[config.mk]
export PLATFORM = sky130hd
export DESIGN_NAME = mopshub_uplink_buffer
export DESIGN_NICKNAME = d
export VERILOG_FILES = /design/src/rtl/mopshub_pkg.sv /design/src/rtl/mopshub_fifo_mem.sv /design/src/rtl/mopshub_uplink_buffer.sv
export SDC_FILE = /design/constraint.sdc
export NUM_CORES = 1
export LEC_CHECK = 0
export ABC_CLOCK_PERIOD_IN_PS = 8140
export BUFFER_PORTS_ARGS = -buffer_cell sky130_fd_sc_hd__buf_2
export CORE_ASPECT_RATIO = 0.7
export CORE_MARGIN = 10
export CORE_UTILIZATION = 60
export DETAILED_ROUTE_END_ITERATION = 10
export PLACE_DENSITY_LB_ADDON = 0.05
export SYNTH_ARGS = -nofsm -noshare
export SYNTH_HDL_FRONTEND = slang
export SYNTH_SLANG_ARGS = --single-unit
[constraint.sdc]
create_clock -name clk -period 8.14 [get_ports clk]
set_input_delay 0.814 -clock clk [delete_from_list [all_inputs] [get_ports clk]]
set_output_delay 0.814 -clock clk [all_outputs]
set_load 0.005 [all_outputs]
[src/rtl/mopshub_pkg.sv]
// Shared MOPS-Hub types: CAN frame width, bus ID width and the uplink frame record.
package mopshub_pkg;

    localparam int CAN_FRAME_W = 76;
    localparam int BUS_ID_W    = 5;
    localparam int FRAME_W     = BUS_ID_W + CAN_FRAME_W;

    typedef struct packed {
        logic [BUS_ID_W-1:0]    bus_id;
        logic [CAN_FRAME_W-1:0] data;
    } uplink_frame_t;

endpackage

[src/rtl/mopshub_fifo_mem.sv]
// Frame storage for the uplink buffer: one synchronous write port and one asynchronous read port.
module mopshub_fifo_mem
    import mopshub_pkg::*;
#(
    parameter int DEPTH = 8,
    parameter int AW    = $clog2(DEPTH)
) (
    input  logic          clk,
    input  logic          i_we,
    input  logic [AW-1:0] i_waddr,
    input  uplink_frame_t i_wdata,
    input  logic [AW-1:0] i_raddr,
    output uplink_frame_t o_rdata
);

    uplink_frame_t r_mem [DEPTH];

    // Storage array: contents are qualified by the pointers, so they carry no reset.
    always_ff @(posedge clk) begin
        if (i_we) begin
            r_mem[i_waddr] <= i_wdata;
        end
    end

    assign o_rdata = r_mem[i_raddr];

endmodule

[src/rtl/mopshub_uplink_buffer.sv]
// Uplink frame buffer between the CAN receive path and the elink transmitter.
// First-word-fall-through FIFO with registered head, fill/full flags, overflow counter and arrival irq.
module mopshub_uplink_buffer
    import mopshub_pkg::*;
#(
    parameter int DEPTH = 8,
    parameter int OVF_W = 8
) (
    input  logic                     clk,
    input  logic                     rst,
    input  logic                     irq_can_rec,
    input  logic [CAN_FRAME_W-1:0]   data_rec_uplink,
    input  logic [BUS_ID_W-1:0]      can_rec_select,
    input  logic                     flush,
    input  logic                     ready_i,
    output logic                     valid_o,
    output logic [CAN_FRAME_W-1:0]   data_o,
    output logic [BUS_ID_W-1:0]      bus_id_o,
    output logic                     irq_elink_rec,
    output logic [$clog2(DEPTH):0]   fill_level,
    output logic                     full,
    output logic [OVF_W-1:0]         overflow_cnt
);

    localparam int AW = $clog2(DEPTH);

    logic [AW:0]       r_wr_ptr;
    logic [AW:0]       r_rd_ptr;
    logic [AW:0]       w_wr_ptr_nxt;
    logic [AW:0]       w_rd_ptr_nxt;
    logic [AW:0]       w_fill_nxt;
    logic              w_full_nxt;
    logic              w_valid_nxt;
    logic              w_wr_en;
    logic              w_rd_en;
    logic              w_drop;
    uplink_frame_t     w_frame_in;
    uplink_frame_t     w_mem_rdata;
    uplink_frame_t     w_head;

    logic              r_valid;
    logic              r_irq;
    logic              r_full;
    logic [AW:0]       r_fill;
    logic [OVF_W-1:0]  r_ovf;
    uplink_frame_t     r_head;

    assign w_frame_in = {can_rec_select, data_rec_uplink};

    mopshub_fifo_mem #(
        .DEPTH (DEPTH),
        .AW    (AW)
    ) u_mem (
        .clk     (clk),
        .i_we    (w_wr_en),
        .i_waddr (r_wr_ptr[AW-1:0]),
        .i_wdata (w_frame_in),
        .i_raddr (w_rd_ptr_nxt[AW-1:0]),
        .o_rdata (w_mem_rdata)
    );

    // Next-state pointers, flags and head frame; flush overrides any transfer in the same cycle.
    always_comb begin
        w_wr_en      = irq_can_rec & ~r_full & ~flush;
        w_rd_en      = r_valid & ready_i & ~flush;
        w_drop       = irq_can_rec & r_full & ~flush;
        w_wr_ptr_nxt = r_wr_ptr;
        w_rd_ptr_nxt = r_rd_ptr;
        if (flush) begin
            w_wr_ptr_nxt = '0;
            w_rd_ptr_nxt = '0;
        end else begin
            if (w_wr_en) begin
                w_wr_ptr_nxt = r_wr_ptr + (AW+1)'(1);
            end else begin
                w_wr_ptr_nxt = r_wr_ptr;
            end
            if (w_rd_en) begin
                w_rd_ptr_nxt = r_rd_ptr + (AW+1)'(1);
            end else begin
                w_rd_ptr_nxt = r_rd_ptr;
            end
        end
        w_valid_nxt = (w_wr_ptr_nxt != w_rd_ptr_nxt);
        w_full_nxt  = (w_wr_ptr_nxt[AW-1:0] == w_rd_ptr_nxt[AW-1:0]) &&
                      (w_wr_ptr_nxt[AW] != w_rd_ptr_nxt[AW]);
        w_fill_nxt  = w_wr_ptr_nxt - w_rd_ptr_nxt;
        // The next head is the slot being written right now: bypass the array.
        if (w_wr_en && (w_rd_ptr_nxt == r_wr_ptr)) begin
            w_head = w_frame_in;
        end else begin
            w_head = w_mem_rdata;
        end
    end

    // Pointer, flag, head, overflow and irq registers.
    always_ff @(posedge clk or negedge rst) begin
        if (!rst) begin
            r_wr_ptr <= '0;
            r_rd_ptr <= '0;
            r_valid  <= 1'b0;
            r_irq    <= 1'b0;
            r_full   <= 1'b0;
            r_fill   <= '0;
            r_ovf    <= '0;
            r_head   <= '0;
        end else begin
            r_wr_ptr <= w_wr_ptr_nxt;
            r_rd_ptr <= w_rd_ptr_nxt;
            r_valid  <= w_valid_nxt;
            r_irq    <= ~r_valid & w_valid_nxt;
            r_full   <= w_full_nxt;
            r_fill   <= w_fill_nxt;
            if (w_drop && (r_ovf != {OVF_W{1'b1}})) begin
                r_ovf <= r_ovf + OVF_W'(1);
            end else begin
                r_ovf <= r_ovf;
            end
            // Holding the old head while empty keeps the outputs free of unwritten memory.
            if (w_valid_nxt) begin
                r_head <= w_head;
            end else begin
                r_head <= r_head;
            end
        end
    end

    assign valid_o       = r_valid;
    assign data_o        = r_head.data;
    assign bus_id_o      = r_head.bus_id;
    assign irq_elink_rec = r_irq;
    assign fill_level    = r_fill;
    assign full          = r_full;
    assign overflow_cnt  = r_ovf;

endmodule

Word-level counts from Yosys, hierarchy flattened
Memories as Yosys holds them, arrays and structs flattened.
Index checks and enable logic that the tools add are counted.
{ "totals": {"reg_bits": 104, "ram_bits": 648, "output_inout_bits": 96, "elab_cells": 39, "mem_count": 1} }
{ "op_classes": {"n_addsub": 4, "eq_ne": 5, "muxes": 7, "bitwise": 10, "reduce_logical": 3} }
{ "memory_table": {"columns": ["memory", "depth", "width", "read_ports", "rd_clocked_by_memory_dff", "wr", "line_no", "text"], "rows": [
  ["u_mem.r_mem", 8, 81, 1, 0, 1, "mopshub_fifo_mem.sv:16", "uplink_frame_t r_mem [DEPTH];"]
]} }
{ "op_table": {"columns": ["operator", "n"], "rows": [
  ["two-way mux 81 bit", 1],
  ["two-way mux 4 bit", 4],
  ["adder 4 x 1 -> 4 bit (second input constant)", 2],
  ["adder 8 x 1 -> 8 bit (second input constant)", 1],
  ["inequality test 8 bit (second input constant)", 1],
  ["bitwise AND 1 bit", 7],
  ["== test 4 bit", 1],
  ["inequality test 4 bit", 1],
  ["subtractor 4 bit", 1],
  ["== test 3 bit", 1],
  ["logical AND 1 bit", 3],
  ["NOT 1 bit", 3],
  ["two-way mux 1 bit", 2],
  ["inequality test 1 bit", 1]
]} }

Longest topological paths before layout
{ "depth": {"word_depth": 7, "depth_mapped": 13} }

By module
Synthesis repeated with hierarchy kept, for this count alone.
{ "unflattened": {"cells_unflattened": 1512, "hier_area_um2": 29655.9} }
{ "by_module_without_submodules": {"columns": ["module", "instances", "cells_per_inst", "area_per_inst_um2", "seq_area_each_um2"], "rows": [
  ["mopshub_fifo_mem", 1, 949, 24728.7, 19458.7],
  ["mopshub_uplink_buffer", 1, 563, 4927.2, 2602.5]
]} }

Least setup slack after synthesis
OpenSTA, ideal clock, no wires.
{ "synth_timing": {"kind": "input to register", "startpoint": "in flush", "endpoint": "mem u_mem.r_mem[0][0] (netlist bit) (enable)", "setup_ns": 0.620, "t_arrival_ns": 7.125, "required_time_ns": 7.520, "path_slack_ns": 0.395, "cell_stages": 4, "path_cell_list": "buf_2 buf_1 or3_1 nor3_1"} }
{ "synth_between": {"elab_chain_cells": 4} }
{ "synth_lines": {"columns": ["element", "line_no", "text"], "rows": [
  ["from (decl)", "mopshub_uplink_buffer.sv:14", "input logic flush,"],
  ["NOT 1 bit", "mopshub_uplink_buffer.sv:64", "w_wr_en = irq_can_rec & ~r_full & ~flush;"],
  ["bitwise AND 1 bit", "mopshub_uplink_buffer.sv:64", null],
  ["two-way mux 1 bit", "mopshub_fifo_mem.sv:20", "if (i_we) begin"],
  ["two-way mux 1 bit (implied by the code)", "mopshub_fifo_mem.sv:21", "r_mem[i_waddr] <= i_wdata;"],
  ["to (decl)", "mopshub_fifo_mem.sv:16", null]
]} }
No other way between the ends.

Worst setup path in the final report
{ "layout_timing": {"startpoint": "reg r_rd_ptr[0]", "endpoint": "reg r_head (netlist bit data_o[7])"} }
{ "layout_between": {"elab_chain_cells": 6, "elab_cells_between_ends": 8, "cone_classes": "add/sub (1); eq/ne (2); mux (3); reduce/logical (1); memory (1)"} }
{ "layout_lines": {"columns": ["element", "line_no", "text"], "rows": [
  ["from (decl)", "mopshub_uplink_buffer.sv:28", "logic [AW:0] r_rd_ptr;"],
  ["from (signal assigned)", "mopshub_uplink_buffer.sv:109", "r_rd_ptr <= w_rd_ptr_nxt;"],
  ["adder 4 x 1 -> 4 bit", "mopshub_uplink_buffer.sv:79", "w_rd_ptr_nxt = r_rd_ptr + (AW+1)'(1);"],
  ["two-way mux 4 bit *", "mopshub_uplink_buffer.sv:78", "if (w_rd_en) begin"],
  ["two-way mux 4 bit *", "mopshub_uplink_buffer.sv:69", "if (flush) begin"],
  ["parallel branches: the longest is 3 deep, another holds memory read (8 x 81 bit)", null, null],
  ["to (signal assigned)", "mopshub_uplink_buffer.sv:121", "r_head <= w_head;"],
  ["to (signal assigned)", "mopshub_uplink_buffer.sv:123", "r_head <= r_head;"],
  ["to (decl)", "mopshub_uplink_buffer.sv:46", "uplink_frame_t r_head;"]
]} }
Mark *: on every way between the ends.
A chain may end at the register's enable or synchronous reset.

==> metrics.md <==
| Metric | Value |
|---|---|
| Reg power frac | 49.5% |
| Largest net degree at the start of global routing | 99 |
| CP required | 8.62 ns |
| Worst-Margin Slew | 1.23 ns |
| Reg2reg end | data_o[7] |
| Worst-Skew Late Latency | 0.62 ns |
| Crit Path Category | flop to flop |
| Max Clock Freq | 195 MHz |
| Die Y-Extent | 205 um |
| Max Slew Vio Count | 0 |
| CTS Root Cell | clkbuf_16 |
| Max_cap viols | 0 |
| Final #Nets | 1791 |
| Asr flop ratio synth | 13.8% |
| Pwr/cell area | 284 nW/um2 |
| Crit Path Max Fanout | 82 |
| Final worst setup slack | 3.00 ns |
| Overall Global Routing Usage | 22.5% |
| FF-to-FF path depth | 10 |
| Dominant synthesized flop cell | edfxtp_1 |
| Setup TNS | 0 ns |
| Clock tree sinks | 752 |
| Synth top area cells | edfxtp_1, mux4_2, dfrtp_1, o2bb2ai_1, nand2_1 |
| Placement Setup Slack | 2.71 ns |
| Global-route wire length before repair | 99000 um |
| Global placement routability congestion | 0.769 |
| Die ar. | 58100 um2 |
| Worst-path clk slew | 0.07 ns |
| FF-to-FF setup slack | 3.00 ns |
| Endpoints failing hold | 0 |
| WHS | 0.309 ns |
| RSZ-0062 raised after global routing | false |
| CP Data Arrival Time | 5.62 ns |
| Layout cells sized above 1 | 28.2% |
| Leakage | 11.3 nW |
| Post-CTS sizing | 0 |
| Antenna viol nets, final | 0 |
| DR vias/cell | 6.29 |
| Initial antenna violation count | 13 |
| Vias in the first global route | 15900 |
| First DRT Iteration DRCs | 1650 |
| Final worst-path cycle share | 63.2% |
| Clock skew | 0.0207 ns |
| Total grt overflow | 0 |
| Endpoints failing setup | 0 |
| Final core occ | 68.8% |
| # H-tree levels | 3 |
| Area leader, netlist | edfxtp_1 |
| Sequential-to-total area share from yosys stat | 75.5% |
| CTS Hold Buffers Added | 0 |
| HPWL Detailed | 31900 um |
| Status | complete, no violations |
| Post-Syn Instances | 1508 |
| Post-synth top area share | 66.6% |
| Post-synth cell types | 48 |
| Crit-path cells | ha_1 > and3_1 > mux2_4 > inv_2 > ha_1 > nand3_1 > nor2_4 > clkinv_4 > o21ai_1 > o2bb2ai_1 |
| Buffers added on ports | 181 |
| Switching power | 0.00235 W |
| Synth Cell Area | 29200 um2 |
| Initial core utilization | 60.9% |
| CTS tree | built |
| Syn Area/Cell | 19.4 um2 |
| CP max-delay cell | clkinv_4 |
| Fin crit period | 5.14 ns |
| Worst min-delay path category | input pin to async pin |
| Clk buf depth | 3 |
| Pwr Total | 0.00938 W |
| Routed len/inst | 26.6 um |
| Placeable Area | 48000 um2 |
| CP Capture Type | flop |
| Syn_nets | 1601 |
| EDFF count, synth | 648 |
| Nature of the critical path startpoint | flop |
| Area Growth Syn to Fin | 13.0% |
| Fill cells | 3173 |
| Post-CTS Setup Repair Bufs | 0 |
| First-pass DRT Iterations | 5 |
| Yosys warnings | 0 |
| Drt drc | 0 |
| Slew Limit Headroom | 18.0% |
| I/O pin count | 182 |
| Rows | 67 |
| Die W | 284 um |
| Worst vdd ir | 0.220 mV |
| Worst path max stage delay | 1.00 ns |
| Cell Int Power | 0.00703 W |
| DR vias | 15200 |
| CP dominant cell by count | ha_1 |
| Reg-to-Reg Start | r_rd_ptr[0] |
| Clock power share | 35.2% |
| Drt total wl | 64400 um |
| CTS Buf Count | 72 |
| Combinational share of power | 15.3% |
| #FFs+latches synth | 752 |
| Switching fraction of total power | 25.1% |
[area by class of cell]
cell class | instances | area, um2 | area share, %
inverters | 8 | 40.0 | 0.121
well taps | 655 | 820 | 2.48
diodes | 7 | 17.5 | 0.0530
clock inverters | 35 | 309 | 0.935
multi-input cells | 659 | 6670 | 20.2
repair buffers | 205 | 1100 | 3.33
flip-flops and latches | 752 | 22100 | 66.8
clock buffers | 97 | 2020 | 6.11
[sequential cells by signal, summed over array words and instances, names as in the netlist, 4 cells and up]
| signal | flops |
|---|---|
| bus_id_o | 5 |
| r_rd_ptr | 4 |
| fill_level | 4 |
| r_wr_ptr | 4 |
| overflow_cnt | 8 |
| data_o | 76 |
| u_mem.r_mem | 648 |
[cells in the mapped netlist, drive strengths merged, types with 2 or more instances]
library cell,count
a211oi,2
inv,7
buf,70
nor2b,4
dfrtp,104
nand2b,5
clkbuf,19
nand3,5
edfxtp,648
nand4,2
mux4,162
nor3,4
a211o,2
nand2,169
ha,6
o2bb2ai,81
xor2,5
and3,83
xnor2,7
mux2,3
o21ai,83
a21oi,4
nor2,14
a21o,2
or3,4
[placed cells by master (no fill, tap or decap), types with 2 or more instances in the layout]
master	n
a211o_1	2
a211oi_1	2
a21o_1	2
a21oi_1	3
and3_1	83
buf_2	180
buf_4	24
bufinv_16	5
clkbuf_1	16
clkbuf_16	75
clkbuf_8	6
clkinv_1	11
clkinv_2	13
clkinvlp_4	2
dfrtp_1	104
diode_2	7
edfxtp_1	648
ha_1	6
inv_1	5
inv_6	4
mux4_2	162
nand2_1	169
nand2b_1	5
nand3_1	5
nor2_1	7
nor2_4	7
nor2b_1	4
nor3_1	2
nor3_2	2
o21ai_0	37
o21ai_1	46
o2bb2ai_1	81
or3_1	2
or3_4	2
xnor2_1	7
xor2_1	5
[through the flow]
stage	cells	cell area, um2
finish	2418	33000
global route	2416	33000
CTS	2411	33000
detailed placement	2279	30700
global placement	2279	30700
floorplan	1508	29200
[worst max path at each step]
stage                           start                end  cells past startpoint
after global placement          flush         data_o[53]                     10
after CTS                 r_rd_ptr[0]         data_o[50]                     10
after detailed placement      ready_i          data_o[7]                     10
after floorplan                 flush  u_mem.r_mem[0][0]                      4
after global routing      r_rd_ptr[0]         data_o[71]                     10
final                     r_rd_ptr[0]          data_o[7]                     10
[cell families after synthesis]
group           count (synthesis)  synth area share (%)
compound gates                180                  4.33
flops                         752                  75.5
xor+xnor                       13                 0.436
buf+inv                        97                  1.99
fa+ha+maj                       7                 0.325
simple gates                  294                  4.87
mux                           165                  12.6
[power by group through the flow]
stage / registers, W / clock network, W / logic, W
CTS: 0.00464 / 0.00337 / 0.00147
global route: 0.00466 / 0.00354 / 0.00158
global placement: 0.00472 / 0 / 0.00142
detailed placement: 0.00472 / 0 / 0.00146
finish: 0.00464 / 0.00330 / 0.00143
floorplan: 0.00467 / 0 / 0.000929
[routing by layer]
metal | GRT usage, % | wire length [um]
met5 | 0 | 71
met4 | 5.55 | 1230
met3 | 5.00 | 4390
met2 | 36.3 | 31500
met1 | 31.2 | 27200
[critical path, delay by kind of cell (launching register included)]
family / cells / cell delay [ns]
AO/OA/AOI/OAI: 2 / 0.51
adder cells (fa/ha/maj): 2 / 0.69
buffers and inverters: 2 / 1.42
flip-flops: 1 / 0.45
multiplexers: 1 / 0.64
AND/OR/NAND/NOR: 3 / 1.24
Power figures use the tool's default switching activity.
